==> src/rtl/alu_shift_sequencer_if.sv <==
// Control-unit <-> shift sequencer handshake: request fields in, status and result out.
interface alu_shift_sequencer_if;
    logic        start;
    logic [2:0]  op;
    logic [31:0] A;
    logic [31:0] amount;
    logic        busy;
    logic        done;
    logic [31:0] result;

    // The control unit drives requests and waits on done.
    modport master (
        output start,
        output op,
        output A,
        output amount,
        input  busy,
        input  done,
        input  result
    );

    modport slave (
        input  start,
        input  op,
        input  A,
        input  amount,
        output busy,
        output done,
        output result
    );
endinterface

==> src/rtl/alu_shift_sequencer.sv <==
// Iterative shift/rotate unit: moves up to STEP bits per clock instead of a full
// single-cycle barrel shifter, then presents the value with a one-cycle done pulse.
module alu_shift_sequencer #(
    parameter int unsigned STEP = 4
) (
    input logic                  clock,
    input logic                  clear,
    alu_shift_sequencer_if.slave bus
);

    localparam logic [2:0] OpShr  = 3'b000;
    localparam logic [2:0] OpShra = 3'b001;
    localparam logic [2:0] OpShl  = 3'b010;
    localparam logic [2:0] OpRor  = 3'b011;
    localparam logic [2:0] OpRol  = 3'b100;

    localparam logic [4:0] StepW = 5'(STEP);

    typedef enum logic [1:0] {
        StIdle,
        StShift,
        StDone
    } stateT;

    stateT       stateQ, stateD;
    logic [2:0]  opQ, opD;
    logic [31:0] workQ, workD;
    logic [4:0]  remQ, remD;
    logic [31:0] resultQ, resultD;
    logic        busyQ;
    logic        doneQ;

    logic [4:0]  stepAmt;
    logic [31:0] shifted;
    logic [63:0] rotRight;
    logic [63:0] rotLeft;
    logic        opLegal;

    // Only the count mod 32 matters.
    logic unusedAmountHi;
    assign unusedAmountHi = ^bus.amount[31:5];

    assign opLegal = (bus.op <= OpRol);

    // One iteration: shift by min(rem, STEP); the final step may be partial.
    always_comb begin
        stepAmt  = (remQ < StepW) ? remQ : StepW;
        rotRight = {workQ, workQ} >> stepAmt;
        rotLeft  = {workQ, workQ} << stepAmt;
        shifted  = workQ;
        case (opQ)
            OpShr:   shifted = workQ >> stepAmt;
            OpShra:  shifted = $unsigned($signed(workQ) >>> stepAmt);
            OpShl:   shifted = workQ << stepAmt;
            OpRor:   shifted = rotRight[31:0];
            OpRol:   shifted = rotLeft[63:32];
            default: shifted = workQ;
        endcase
    end

    always_comb begin
        stateD  = stateQ;
        opD     = opQ;
        workD   = workQ;
        remD    = remQ;
        resultD = resultQ;
        case (stateQ)
            StIdle, StDone: begin
                if (bus.start) begin
                    opD    = bus.op;
                    workD  = bus.A;
                    // Illegal opcodes pass the operand straight through.
                    remD   = opLegal ? bus.amount[4:0] : 5'd0;
                    stateD = StShift;
                end else begin
                    stateD = StIdle;
                end
            end
            StShift: begin
                if (remQ != 5'd0) begin
                    workD = shifted;
                    remD  = remQ - stepAmt;
                end else begin
                    resultD = workQ;
                    stateD  = StDone;
                end
            end
            default: stateD = StIdle;
        endcase
    end

    always_ff @(posedge clock) begin
        if (clear) begin
            stateQ  <= StIdle;
            opQ     <= OpShr;
            workQ   <= 32'd0;
            remQ    <= 5'd0;
            resultQ <= 32'd0;
            busyQ   <= 1'b0;
            doneQ   <= 1'b0;
        end else begin
            stateQ  <= stateD;
            opQ     <= opD;
            workQ   <= workD;
            remQ    <= remD;
            resultQ <= resultD;
            // Status flags are flops of the next state so they never glitch.
            busyQ   <= (stateD == StShift);
            doneQ   <= (stateD == StDone);
        end
    end

    assign bus.busy   = busyQ;
    assign bus.done   = doneQ;
    assign bus.result = resultQ;

endmodule

==> src/flat_wrapper.sv <==
// flat-port wrapper written by rule: the top's interface ports become plain ports
module alu_shift_sequencer_flat 
#(
    parameter int unsigned STEP = 4
)
  (clock, clear, bus_start, bus_op, bus_A, bus_amount, bus_busy, bus_done, bus_result);
  alu_shift_sequencer_if bus_i ();
  input logic clock;
  input logic clear;
  input wire logic [$bits(bus_i.start)-1:0] bus_start;
  input wire logic [$bits(bus_i.op)-1:0] bus_op;
  input wire logic [$bits(bus_i.A)-1:0] bus_A;
  input wire logic [$bits(bus_i.amount)-1:0] bus_amount;
  output wire logic [$bits(bus_i.busy)-1:0] bus_busy;
  output wire logic [$bits(bus_i.done)-1:0] bus_done;
  output wire logic [$bits(bus_i.result)-1:0] bus_result;
  assign bus_i.start = bus_start;
  assign bus_i.op = bus_op;
  assign bus_i.A = bus_A;
  assign bus_i.amount = bus_amount;
  assign bus_busy = bus_i.busy;
  assign bus_done = bus_i.done;
  assign bus_result = bus_i.result;
  alu_shift_sequencer #(.STEP(STEP)) u_core (.clock(clock), .clear(clear), .bus(bus_i));
endmodule
==> config.mk <==
export PLATFORM = sky130hd
export DESIGN_NAME = alu_shift_sequencer_flat
export DESIGN_NICKNAME = d
export VERILOG_FILES = /design/src/rtl/alu_shift_sequencer_if.sv /design/src/rtl/alu_shift_sequencer.sv /design/src/flat_wrapper.sv
export SDC_FILE = /design/constraint.sdc
export NUM_CORES = 1
export LEC_CHECK = 0
export CORE_MARGIN = 8
export CORE_UTILIZATION = 35
export CTS_CLUSTER_SIZE = 10
export DETAILED_ROUTE_END_ITERATION = 6
export GPL_TIMING_DRIVEN = 1
export PLACE_DENSITY = 0.61
export SLEW_MARGIN = 20
export SYNTH_ARGS = -nofsm -noshare
export SYNTH_HDL_FRONTEND = slang
export SYNTH_SLANG_ARGS = --single-unit
export TNS_END_PERCENT = 20
==> constraint.sdc <==
create_clock -name clock -period 5.7 [get_ports clock]
set_clock_uncertainty 0.05 [all_clocks]
set_input_delay 1.14 -clock clock [delete_from_list [all_inputs] [get_ports clock]]
set_output_delay 1.14 -clock clock [all_outputs]
set_load 0.05 [all_outputs]
==> metrics.txt <==
flop2flop setup slack=approximately 2.1 ns; Ys Warns=0; Post-Syn Instances=839; GRT Max-Usage Layer=met2; ys flop type=dfxtp_1; initial antenna violation count=0; DRT antenna net count=0; layout cells sized above 1=0.06888; DR pass1 iterations=6; Worst Min Path Start=u_core.bus.result[10]; routed len/inst=about 20 um; VDD IR max=between 0.15 and 0.2 mV; Synth top area share=0.2562; Synth Net Count=910; largest area contributor in the netlist=dfxtp_1; Die Height=146.3 um; DR vias=6471; drt total wl=21680 um; Max clock buf depth=2; fin util=0.4177; Async SR Flop Fraction=0; Hold Path Depth=2; Power Density=296.5 nW/um2; final hold violations=0; GRT Total Usage=0.1973; Tightest Hold Check Type=flip-flop to flip-flop; n_diodes=0; initial DRC count=979; # port buffers=76; mux cell area share after synthesis=0.09713; status=completed; Worst Hold End=u_core.bus.result[10]; adder-cell share of the synthesized area=0.002107; clk sinks=76; via/cell ratio=6.093; total gr overflow=0; fin crit share=0.6304; die area=21390 um2; leakage=roughly 2.3 nW; clock root cell=clkbuf_16; WS Path Type=flip-flop to flip-flop; largest family of logic cells by synthesized area=compound AO/OA/AOI/OAI gates; worst path arrival time=3.76 ns; post-CTS setup buffers=0; Synth Area in Compound Gates=0.2954; Tmin final=roughly 3.6 ns; vias in the first global route=6033; number of nets in the layout=908; FMAX=278.3 MHz; Core Rows=47; Rel. slew slack=0.3057; XOR/XNOR share of the synthesized area=0.001475; Max-cap violations=0; post-route DRC violation count=0; CTS buffer count=9; crit end category=flip-flop; Seq/Total Area, Yosys=0.2562; Die Width=146.3 um; Post-CTS Resized=0; Layout fillers=between 1500 and 2000; I/O pins=104; core area=~17000 um2; FF-to-FF Start=u_core.remQ[1]; RSZ-0062 raised after global routing=no; r2r endpoint=u_core.workQ[25]; post-synthesis simple-gate area fraction=0.2606; initial core utilization=0.3581; final setup violation count=0; Pins Over Slew Limit=0; kind of start point of the critical path=flip-flop; RD Place Congestion=slightly above 0.9; clk_lat worst skew=0.35 ns; Mapped Area=5938 um2; most frequent cells in the layout=175 x nand2_1, 90 x a21oi_1, 75 x clkdlybuf4s50_1, 75 x dfxtp_1, 54 x nor2_1; commonest non-fill, non-tap cell in the layout=nand2_1; met1 Use GR=0.2759; met2 Usage GRT=0.2836; H-tree lvl count=3; CTS tree=yes; pin count of the biggest net entering global routing=50; Final HPWL DP=13850 um; FF+latch count, synth=76; Area contributors post-synth=dfxtp_1 26%, nand2_1 11%, a21oi_1 7.6%, mux2i_1 7.6%, clkbuf_1 3.7%; Avg Synthesized Cell Area=7.078 um2; number of enable flip-flop cells after synthesis=0; Crit path required time=5.87 ns; cells on worst reg2reg path=6; number of distinct library cells after synthesis=73; first-pass GRT wire length=approximately 35000 um; slew at the pin closest to its max-slew limit=1.041 ns; Setup TNS Final=0 ns; crit-path max FO=38; Area Overhead vs Synth=16.65%; hold_buf cts=0; M3 GR Usage=0.05377; Clk pin slew, worst setup/hold paths=0.06 ns
[sequential cells by signal (all words and copies together), names as in the netlist]
| register | count |
|---|---|
| u_core.bus.result | 32 |
| u_core.workQ | 32 |
| u_core.remQ | 5 |
| u_core.opQ | 3 |
| u_core.stateQ | 2 |
| u_core.bus.busy | 1 |
| u_core.bus.done | 1 |
[worst max path at each step]
stage	endpoint	startpoint	slack, ns
after floorplan	u_core.workQ[12]	bus_start	2.96
after global placement	u_core.workQ[25]	u_core.remQ[1]	2.24
after detailed placement	u_core.workQ[25]	u_core.remQ[1]	2.22
after CTS	u_core.workQ[25]	u_core.remQ[1]	2.21
after global routing	u_core.workQ[25]	u_core.remQ[1]	2.00
final	u_core.workQ[25]	u_core.remQ[1]	2.11
[metal layers]
metal  share of wire  wire [um]
met1            0.44       9604
met5               0          0
met4           0.024        521
met3           0.099       2149
met2            0.43       9404
[area by class of cell]
type / instances / area (um2) / share of cell area
tap: 220 / 275.3 / 0.03974
clock inverter: 5 / 75.07 / 0.01084
timing repair buffer: 92 / 875.8 / 0.1264
sequential: 76 / 1523 / 0.2198
inverter: 5 / 18.77 / 0.002710
clock buffer: 11 / 242.7 / 0.03504
multi-input combinational: 653 / 3916 / 0.5654
[report_power, final]
group / internal, mW / switching, mW / total [mW]
sequential: 0.581 / 0.125 / 0.706
clock: 0.393 / 0.236 / 0.629
combinational: 0.260 / 0.458 / 0.718
total: 1.23 / 0.820 / 2.05
[critical path, stage by stage (launching register included)]
cell and delay (ns):
dfxtp_2 0.87, or4b_1 0.98, buf_4 0.43, a21oi_1 0.23, a221oi_1 0.12, a2111oi_0 0.59
o21ai_0 0.16
[logic make-up after synthesis]
logic type | after synthesis
AO/OA/AOI/OAI | 265
XOR/XNOR | 1
adder cells (fa/ha/maj) | 1
buffers and inverters | 110
flip-flops | 76
multiplexers | 53
other | 1
AND/OR/NAND/NOR | 332
[cell usage after synthesis (6+ instances only)]
cell type and number:
clkbuf_1 59, a32oi_1 6, o22ai_1 7, nor2_1 54, a211oi_1 25, nand2_1 175
a221oi_1 7, or3_1 10, buf_2 27, a31oi_1 9, mux2i_1 45, o21ai_0 40
dfxtp_1 76, a21oi_1 90, buf_1 6, nor2b_1 9, o2111ai_1 6, a2111oi_0 6
nor3_1 13, and3_1 8, nand3_1 30, buf_6 6
[through the flow]
step / hold slack, ns / worst slack (ns) / power (mW) / area (um2) / cells
after floorplan: 0.4288 / 2.961 / 1.203 / 5938 / 839
after global placement: 0.3917 / 2.241 / 1.411 / 6609 / 1046
after detailed placement: 0.3964 / 2.217 / 1.414 / 6609 / 1046
after CTS: 0.4046 / 2.209 / 2.044 / 6927 / 1062
after global routing: 0.4193 / 2.003 / 2.157 / 6927 / 1062
final: 0.4021 / 2.106 / 2.053 / 6927 / 1062
Power figures use the tool's default switching activity.
==> edit 1: new RTL, config.mk and constraints unchanged <==
Add an input register stage for `clear`, without a reset; this delays it by one clock. The other inputs are not delayed to match.
--- a/src/rtl/alu_shift_sequencer.sv
+++ b/src/rtl/alu_shift_sequencer.sv
@@ -22,4 +22,10 @@
         StDone
     } stateT;
+
+    logic clear_q;
+
+    always_ff @(posedge clock) begin
+        clear_q <= clear;
+    end
 
     stateT       stateQ, stateD;
@@ -91,5 +97,5 @@
 
     always_ff @(posedge clock) begin
-        if (clear) begin
+        if (clear_q) begin
             stateQ  <= StIdle;
             opQ     <= OpShr;
Behaviour: not the same (a bounded check fails within 4 cycles, from zero or initial values).
==> edit 1 against the original RTL <==
- setup slack gained 0.072 ns
- wire length shrank 0.93%
- critical endpoint is now u_core.workQ[6]
- combinational power shrank 0.8%
- synthesized area shrank 2.2%
- sequential cell count grew 1
- largest cell class unchanged
- core utilization grew 0.31 points
- sequential power shrank 2%
- total power grew 1.1%
- cell area shrank 0.33%
- count of clock-buffer cells in the layout grew 2
- fmax grew 2.0%
==> edit 1: results (changes against the original RTL) <==
* Vias at 6466 (-0.077%)
* Placed inst area at 0.00656 mm2 (-0.76%)
* R2r endpoint: u_core.workQ[6]
* First-pass GRT wire length at 33.3 mm (-3.4%)
* CP Max Fanout at 43 (+13%)
* R2R depth at 8 (+2)
* Maximum VDD drop at 0.167 mV (-15%)
* LEAKAGE at 0.00239 uW (+2.9%)
* Vias in the first global route at 5820 (-3.5%)
* Metal-1 WL at 9.29 mm (-3.2%)
* RePlAce Congestion at 0.908 (-1.5%)
* DRT iter0 DRCs at 906 (-7.5%)
* Met2 WL at 9.62 mm (+2.3%)
* FF-to-FF setup slack at 2.18 ns (+0.07 ns)
* Largest net degree at the start of global routing at 60 (+20%)
* Slew @ Worst Pin at 1.12 ns (+0.0793 ns)
* Final-stage net count at 917 (+0.99%)
* Share of cells above drive strength 1 at 0.0705 (+0.00162)
* Sequential share of the synthesized area at 0.265 (+0.00924)
* Fillers at 1692 (-3.6%)
* Critical path's largest stage delay at 1.00 ns (+0.02 ns)
* Avg WL per Cell at 20.1 um (-1.8%)
* Top cells by area, synth: dfxtp_1 (27%), nand2_1 (12%), a21oi_1 (8.6%)
* Syn_nets at 913 (+0.33%)
* WP data arrival at 3.74 ns (-0.02 ns)
* Synth cell count leaders: nand2_1 (189), a21oi_1 (100), dfxtp_1 (77), clkbuf_1 (63), nor2_1 (56)
* Outcome: completed
==> edit 1: power by group <==
part | internal, uW | switching, uW
Combinational | 256 | 456
Clock | 431 | 239
Sequential | 585 | 108
==> edit 1: how the worst min path moves through the flow <==
stage / startpoint / end / slack (ns) / cells past startpoint
final: u_core.bus.result[8] / u_core.bus.result[8] / 0.40 / 2
after global routing: u_core.bus.result[31] / u_core.bus.result[31] / 0.42 / 2
after CTS: u_core.bus.result[29] / u_core.bus.result[29] / 0.40 / 2
after detailed placement: u_core.bus.result[29] / u_core.bus.result[29] / 0.40 / 2
after global placement: u_core.bus.result[16] / u_core.bus.result[16] / 0.39 / 2
after floorplan: u_core.opQ[0] / u_core.opQ[0] / 0.43 / 2
==> edit 1: worst max-delay path: cells and delay by family (launching register included) <==
family | cells | cell delay, ns
AND/OR/NAND/NOR | 2 | 1.32
buffers and inverters | 2 | 0.91
AO/OA/AOI/OAI | 4 | 0.84
flip-flops | 1 | 0.30
==> edit 1: logic make-up after synthesis <==
family | after synthesis | synth area share
adders and majority gates | 1 | 0.00215
AOI/OAI and AO/OA | 266 | 0.301
buffers and inverters | 104 | 0.0795
muxes | 43 | 0.0804
xor gates and xnor gates | 1 | 0.00151
and+or+nand+nor | 349 | 0.270
DFF | 77 | 0.265
other | 1 | 0.000646
==> edit 1: layer usage <==
layer  track usage  up-vias
met1         0.278     3012
met5             0        -
li1              -     3054
met4        0.0969        0
met2         0.303      356
met3        0.0335       44
==> edit 1: stage by stage <==
step	cells	utilization	total power (uW)	hold slack [ns]	setup slack, ns
floorplan	842	-	1180	0.433	3.19
global placement	1055	0.400	1390	0.392	2.26
detailed placement	1055	0.400	1400	0.396	2.29
CTS	1071	0.421	2080	0.405	2.27
global route	1071	0.421	2180	0.417	2.02
finish	1071	0.421	2080	0.403	2.18
==> edit 1: cell type report <==
type,instances,area share
Clock buffer,13,0.0406
Clock inverter,3,0.00942
Inverter,3,0.00163
Multi-Input combinational cell,661,0.555
Sequential cell,77,0.223
Tap cell,220,0.0399
Timing Repair Buffer,94,0.130
==> edit 2: new RTL, same settings <==
Made on the original files. Remove the case item `OpShl` of the case on `opQ`.
--- a/src/rtl/alu_shift_sequencer.sv
+++ b/src/rtl/alu_shift_sequencer.sv
@@ -52,5 +52,4 @@
             OpShr:   shifted = workQ >> stepAmt;
             OpShra:  shifted = $unsigned($signed(workQ) >>> stepAmt);
-            OpShl:   shifted = workQ << stepAmt;
             OpRor:   shifted = rotRight[31:0];
             OpRol:   shifted = rotLeft[63:32];
Behaviour: not the same (Yosys sat finds a counterexample within 4 cycles, from zero or initial values).
==> edit 2 against the original RTL <==
- wire length is 1.9% lower
- cell area is 3.4% lower
- cell count is 5.2% lower
- highest routed layer unchanged
- total power is 3.0% lower
- register-to-register slack better by 0.27 ns
- sequential power is 1% higher
- synthesized cell count is 6.6% lower
- via count is 3.1% lower
- synthesized area is 4.0% lower
- setup slack worse by 0.15 ns
- sequential cell count stayed put
- critical endpoint is now u_core.workQ[3]
- sequential share of layout area is 0.75 points higher
==> edit 2: results (changes against the original RTL) <==
* Outcome: completed
* Clock Latency Late Sink at 0.35 ns (about the same)
* Cells after DPL at 992 (-5.2%)
* CP max stage cell: o21ai_1
* Clock root buffer: clkbuf_16
* Maximum VDD drop at 0.193 mV (-2.4%)
* Final std cells w/o fill at 1007 (-5.2%)
* Synth Area in XOR/XNOR at 0.00154 (+0.0000612)
* Initial antenna violation count at 0 (unchanged)
* Ys Warns at 0 (unchanged)
* Clock transition at path regs at 0.07 ns
* First-pass GRT wire length at 33.2 mm (-3.8%)
* Min-Delay Path Class: register to register
* CTS buffer count at 9 (unchanged)
* Antenna cells at 0 (unchanged)
* Post-CTS Setup Inserts at 0 (unchanged)
* H-tree depth at 3 (unchanged)
* Relative slew slack at 0.347 (+0.0412)
* DRT iter0 DRCs at 812 (-17%)
* Port Buffers at 76 (unchanged)
* GRT Residual Overflow at 0 (unchanged)
* Placed inst area at 0.00640 mm2 (-3.1%)
* Count of different cell masters after synthesis at 71 (-2.7%)
* WP data arrival at 3.89 ns (+0.13 ns)
* Vias at 6271 (-3.1%)
* Sequential share of the synthesized area at 0.267 (+0.0106)
* Fillers at 1681 (-4.2%)
* Final WL at 21.3 mm (-1.9%)
* Share of cells above drive strength 1 at 0.0860 (+0.0171)
* Vias in the first global route at 5818 (-3.6%)
* Largest net degree at the start of global routing at 52 (+4.0%)
* Post-DP HPWL at 13.5 mm (-2.3%)
* Top FF cell, synth: dfxtp_1
* Final-stage net count at 858 (-5.5%)
* CP Max Fanout at 14 (-63%)
* Post-synthesis mux area share at 0.110 (+0.0124)
* First-pass iteration count of the detailed router at 6 (unchanged)
* Total Routing Usage GR at 0.205 (+0.00778)
* Post-synthesis compound-gate area fraction at 0.256 (-0.0393)
* Synth cell count leaders: nand2_1 (144), a21oi_1 (77), dfxtp_1 (76), nor2_1 (62), clkbuf_1 (60)
* CTS Hold Bufs at 0 (unchanged)
* Avg Cell Area, Syn at 7.27 um2 (+2.8%)
* Post-CTS Resized at 0 (unchanged)
* Fraction of registers with async set/reset at 0 (unchanged)
* LEAKAGE at 0.00221 uW (-4.9%)
* Top cells by area, synth: dfxtp_1 (27%), nand2_1 (9.5%), a21oi_1 (6.8%)
* Critical path's largest stage delay at 0.59 ns (-0.39 ns)
* Adder-cell share of the synthesized area at 0.00219 (+0.0000874)
* Bufs on Longest Clock Path at 2 (unchanged)
* RePlAce Congestion at 0.904 (-1.8%)
* Post-place setup slack at 1.65 ns (-0.571 ns)
## edit 2: final timing paths
check	from	to	slack [ns]	cells after the start
max	bus_start	u_core.workQ[3]	1.96	7
min	u_core.bus.result[18]	u_core.bus.result[18]	0.40	2
max reg2reg	u_core.remQ[2]	u_core.workQ[3]	2.38	7
min reg2reg	u_core.bus.result[18]	u_core.bus.result[18]	0.40	2
## edit 2: kinds of logic (layout without fill, tap and decap cells)
logic type               Yosys count  after routing
other                              1              1
adder cells (fa/ha/maj)            1              1
AO/OA/AOI/OAI                    221            221
AND/OR/NAND/NOR                  329            329
buffers and inverters            106            113
multiplexers                      49             49
flip-flops                        76             76
XOR/XNOR                           1              1
## edit 2: report_power, final
part | leakage (uW) | switching (uW) | internal (uW)
sequential | 0.000622 | 130 | 583
clock | 0.000134 | 242 | 336
combinational | 0.00146 | 439 | 261
total | 0.00221 | 812 | 1180
## edit 2: cell type report
class,count,area [um2],area share
Multi-Input combinational cell,602,3710,0.554
Sequential cell,76,1520,0.227
Timing Repair Buffer,93,883,0.132
Tap cell,216,270,0.0404
Clock buffer,9,225,0.0337
Clock inverter,6,66.3,0.00991
Inverter,5,18.8,0.00280
## edit 2: routing by layer
layer / up-vias / global-route usage / share of wire
met4: 0 / 0.0985 / 0.038
met1: 2940 / 0.281 / 0.44
li1: 2873 / - / -
met5: - / 0 / 0
met3: 59 / 0.0521 / 0.10
met2: 399 / 0.293 / 0.42
## edit 2: critical path: cells and delay by family
kind	cells	cell delay [ns]
buf+inv	2	0.80
compound gates	2	0.98
simple gates	3	0.96
